## config.mk

```make
export PLATFORM = sky130hd
export DESIGN_NAME = alu
export DESIGN_NICKNAME = d
export VERILOG_FILES = /design/src/rtl/alu.sv
export SDC_FILE = /design/constraint.sdc
export NUM_CORES = 1
export LEC_CHECK = 0
export CORE_MARGIN = 5
export CORE_UTILIZATION = 45
export DETAILED_ROUTE_END_ITERATION = 10
export PLACE_DENSITY = 0.68
export REMOVE_ABC_BUFFERS = 1
export SYNTH_ARGS = -nofsm -noshare
export SYNTH_HDL_FRONTEND = slang
export SYNTH_SLANG_ARGS = --single-unit
```

## constraint.sdc

```tcl
create_clock -name clk -period 5.2 [get_ports clk]
set_input_delay 1.04 -clock clk [delete_from_list [all_inputs] [get_ports clk]]
set_output_delay 1.04 -clock clk [all_outputs]
set_load 0.03 [all_outputs]
```

## src/rtl/alu.sv

```systemverilog
// RV32I integer ALU: funct3/funct7-decoded add/sub, shifts, compares and logic ops.
// The result is registered, giving a fixed one-cycle latency.
package ALU_FNS;
  typedef enum logic [2:0] {
    ADD_SUB = 3'b000,
    SLL     = 3'b001,
    SLT     = 3'b010,
    SLTU    = 3'b011,
    XOR     = 3'b100,
    SRL_SRA = 3'b101,
    OR      = 3'b110,
    AND     = 3'b111
  } alu_fn_t;

  typedef logic [6:0] funct7_t;

  localparam funct7_t ADD_SRL = 7'b0000000;
  localparam funct7_t SUB_SRA = 7'b0100000;
endpackage

module alu
  import ALU_FNS::*;
#(
  parameter int unsigned WIDTH = 32
) (
  input  logic             clk,
  input  logic             rst,
  input  alu_fn_t          fn,
  input  funct7_t          funct7,
  input  logic [WIDTH-1:0] a,
  input  logic [WIDTH-1:0] b,
  output logic [WIDTH-1:0] out
);

  localparam int unsigned ShW = $clog2(WIDTH);

  logic [ShW-1:0]   w_shamt;
  logic             w_alt;
  logic [WIDTH-1:0] w_result;
  logic [WIDTH-1:0] r_out;

  // Only the low log2(WIDTH) bits of b select the shift distance.
  assign w_shamt = b[ShW-1:0];
  assign w_alt   = (funct7 == SUB_SRA);

  always_comb begin
    w_result = '0;
    unique case (fn)
      ADD_SUB: w_result = w_alt ? (a - b) : (a + b);
      SLL:     w_result = a << w_shamt;
      SLT:     w_result = {{(WIDTH-1){1'b0}}, ($signed(a) < $signed(b))};
      SLTU:    w_result = {{(WIDTH-1){1'b0}}, (a < b)};
      XOR:     w_result = a ^ b;
      SRL_SRA: w_result = w_alt ? $unsigned($signed(a) >>> w_shamt) : (a >> w_shamt);
      OR:      w_result = a | b;
      AND:     w_result = a & b;
      default: w_result = '0;
    endcase
  end

  always_ff @(posedge clk) begin
    if (rst) begin
      r_out <= '0;
    end else begin
      r_out <= w_result;
    end
  end

  assign out = r_out;

endmodule

```

### Word level (Yosys, flattened, before mapping)

Cells that the tools add are included.

* register bits after elaboration: 32
* latch bits: 0
* RAM bits: 0
* ROM bits: 0
* input bits: 76
* output and inout bits: 32
* word-level logic and storage cells: 23
* memories kept: 0

* add/subtract/negate cells: 2
* multiply operators: 0
* divide/modulo/power cells: 0
* order comparisons: 2
* equality and inequality tests: 8
* shift-type cells: 3
* muxes and demuxes: 3
* bitwise logic cells: 3
* reductions and logical operators: 1

Operators with widths (count)
* $pmux W32 S8: 1
* $lt A32 B32 Y1: 2
* $mux W32: 2
* $add A32 B32 Y32: 1
* $and A32 B32 Y32: 1
* $or A32 B32 Y32: 1
* $shl A32 B5 Y32: 1
* $shr A32 B5 Y32: 1
* $sshr A32 B5 Y32: 1
* $sub A32 B32 Y32: 1
* $xor A32 B32 Y32: 1
* $eq A3 B3 Y1 const B: 4
* $eq A7 B6 Y1 const B: 1
* $eq A3 B2 Y1 const B: 2
* $eq A3 B1 Y1 const B: 1
* $logic_not A3 Y1: 1

### Logic depth before layout (Yosys ltp)

* depth in word-level cells: 3
* gate-level depth with buffers: 14
* gate-level depth less buffers: 12

### Least setup slack after synthesis

No wires, ideal clock.

* path type: in2reg
* from: input b[2]
* to: register r_out[24], in the netlist out[24]
* library setup time: 0.122 ns
* data arrival time: 4.463 ns
* required time: 5.078 ns
* path slack: 0.616 ns
* cell stages on the path: 14
* path buffers: 3
* cell sequence: clkbuf_1 > inv_2 > buf_1 > clkbuf_1 > ha_1 > nor2b_1 > o2111ai_1 > a211o_1 > a211o_1 > a2111oi_2 > o21ai_1 > a21o_1 > a211o_1 > o311a_1

* longest elaborated chain between the ends: 3
* elaborated cells on any way between the ends: 8
* those cells by class: 2 x add/sub; 3 x shift; 3 x mux

RTL lines
* from (decl): RTL line 31 `input logic [WIDTH-1:0] b,`
* $add A32 B32 Y32, or another cell as far along: RTL line 49 `ADD_SUB: w_result = w_alt ? (a - b) : (a + b);`
* $mux W32, on equally long branches: RTL line 49, 54
* $pmux W32 S8 *: RTL line 48 `unique case (fn)`
* to (signal assigned): RTL line 65 `r_out <= w_result;`
* to (decl): RTL line 40 `logic [WIDTH-1:0] r_out;`

Mark *: on every way between the ends. The rest lies on a longest branch, timed or not.
A chain may end at the register's enable or synchronous reset.

### Worst setup path in the final report

* from: input a[1]
* to: register r_out[26], in the netlist out[26]

* longest elaborated chain between the ends: 3
* elaborated cells on any way between the ends: 8
* those cells by class: 2 x add/sub; 3 x shift; 3 x mux

RTL lines
* from (decl): RTL line 30 `input logic [WIDTH-1:0] a,`
* $add A32 B32 Y32, or another cell as far along: RTL line 49
* $mux W32, on equally long branches: RTL line 49, 54
* $pmux W32 S8 *: RTL line 48

Marked as above.

==> impl_metrics.ini <==
[sta]
finalCritPeriodShare_pct = 88.7
timing.slew.headroom_pct = 25.1
rsz0062_at_grt = false
final.setup.tns_ps = 0
clock.fmax_mhz = 217
setup_ws_ps = 585
setup_viol = 0
finalHoldViolations = 0
slew_viol_final = 0
period_minus_slack_ps = 4610
hold-worst-slack_ps = 1310
tightest_slew_ps = 1100

[power_and_ir_drop]
powerDensity_nw_per_um2 = 163
irDropWorstVdd_mv = 0.104
p_total_mw = 1.77
p_leak_nw = 4.58

[cts]
cts_sinks = 32
htreeDepth = 2
cts_root_buf = clkbuf_16
cts_tree = built
cts_resized = 0
cts_buffer_depth = 2
clk_pin_slew_ps = 60
postCtsSetupBuffers = 0
numCtsBuffers = 5
holdBufCountCts = 0

[die]
dieWidth_um = 153
die_h_um = 153
start_util_pct = 45.8
rows = 52
fp.coreArea_um2 = 20200
die_area_um2 = 23600
num_io_pins = 108

[place]
gp_congestion = 0.997
place_area_um2 = 10700
dp_hpwl_um = 33300
port_buffers = 107
post-place-ws_ps = 363
dp_cells = 1638

[global_route]
overflow = 0
track_usage_pct = 34.4
antenna_found_initial = 0
grt_pass1_vias = 10269
grt_pass1_wl_um = 63400
grt_max_degree = 70

[synth]
synth_area_leaders = ha_1 (13%), mux4_2 (12%), dfxtp_1 (6.9%), nor2_1 (6.4%), a21oi_1 (6.0%)
netlist.area_leader.share_pct = 13.1
synth_area_per_cell_um2 = 7.12
synth_area_um2 = 9260
ys_seq_elements = 32
yosys.area.top_type = ha_1
synth-warning-count = 0
synthCells = 1301
seq_area_frac_synth_pct = 6.92
synth-async-reset-ratio_pct = 0
yosysUniqueCellTypes = 80
synth_flop_cell = dfxtp_1
synth_enable_flop_cells = 0

[critical_path]
critPathKind = in -> reg
worst_setup_path_start_kind = primary input
worst_setup_path_end_kind = flop
crit_fanout = 8
crit_required_ps = 5390
critPathArrivalTime_ps = 4810

[routing]
avgViaCountPerCell = 6.67
post-route-drc-count = 0
drtPass1Iterations = 7
final_antenna_net_count = 0
vias = 10966
wire_per_inst_um = 25.7
drt_wl_total_um = 42200
first_iter_violations = 1328

[worst_hold_path]
worst_hold_path_type = in -> reg

[status]
status = finished clean

[final_layout]
area_growth_pct = 17.3
final_common_cell = nor2_1
stdcell_count = 1645
drive_gt1_share_pct = 10.8
stdcell_area_um2 = 10900
largest_reg_flops = 32
finish.utilization_pct = 53.7
layout_common_cells = nor2_1 (159), inv_1 (112), a21oi_1 (111)
fin_nets = 1550
antenna_cells = 0

[flow_run]
max_cap_viol_count = 0
worst paths after layout:
kind | cells past startpoint | start | endpoint | slack (ps)
setup / recovery | 12 | a[1] | out[26]$_SDFF_PP0_ | 590
hold / removal | 5 | b[1] | out[1]$_SDFF_PP0_ | 1310
worst max-delay path, cell delays in order:
cell and delay, ps:
clkdlybuf4s50_1 620, inv_1 170, fa_1 460, nor2b_1 180, o2111ai_1 280, a211o_1 410
a211o_1 410, a21oi_1 210, o2111ai_1 160, a221oi_1 420, o21ai_0 150, a32o_1 290
final cells by class:
cell class | count | area (um2)
Tap cell | 270 | 338
Clock buffer | 7 | 153
Timing Repair Buffer | 169 | 1510
Fill cell | 2059 | 9380
Inverter | 116 | 435
Sequential cell | 32 | 641
Multi-Input combinational cell | 1051 | 7780
cells in the mapped netlist, types with 9 or more instances:
| library cell | count |
|---|---|
| o211ai_1 | 12 |
| buf_2 | 15 |
| o311ai_0 | 12 |
| nor3_1 | 34 |
| nor4_1 | 9 |
| a221oi_1 | 15 |
| xnor2_1 | 18 |
| nor2b_1 | 12 |
| o21ai_0 | 106 |
| or3_1 | 10 |
| ha_1 | 97 |
| nand3_1 | 18 |
| a22oi_1 | 23 |
| a21o_1 | 15 |
| o22ai_1 | 18 |
| dfxtp_1 | 32 |
| mux2i_1 | 52 |
| mux4_2 | 49 |
| nand2_1 | 96 |
| clkbuf_1 | 72 |
| inv_1 | 112 |
| nor2_1 | 159 |
| a21oi_1 | 111 |
| a31oi_1 | 17 |
| a211oi_1 | 27 |
| buf_1 | 15 |
where the power goes:
group	switching [mW]	total [mW]	internal (mW)
clock network	0.151	0.354	0.202
logic	0.707	1.15	0.440
registers	0.00616	0.272	0.266
cells by family (layout without fill, tap and decap cells):
family / count (synthesis) / after routing / synth area share [%]
multiplexers: 103 / 103 / 17.8
XOR/XNOR: 22 / 22 / 2.08
AO/OA/AOI/OAI: 448 / 448 / 32.3
adder cells (fa/ha/maj): 99 / 99 / 13.5
flip-flops: 32 / 32 / 6.92
buffers and inverters: 218 / 292 / 9.04
AND/OR/NAND/NOR: 379 / 379 / 18.3
per-layer routing:
layer / up-vias / GRT usage, % / wire length (um)
met5: - / 0 / 0
met4: 0 / 9.88 / 1150
met3: 85 / 7.58 / 4920
met2: 691 / 51.9 / 18300
met1: 5237 / 49.4 / 17800
li1: 4953 / - / -
Power figures use the tool's default switching activity.
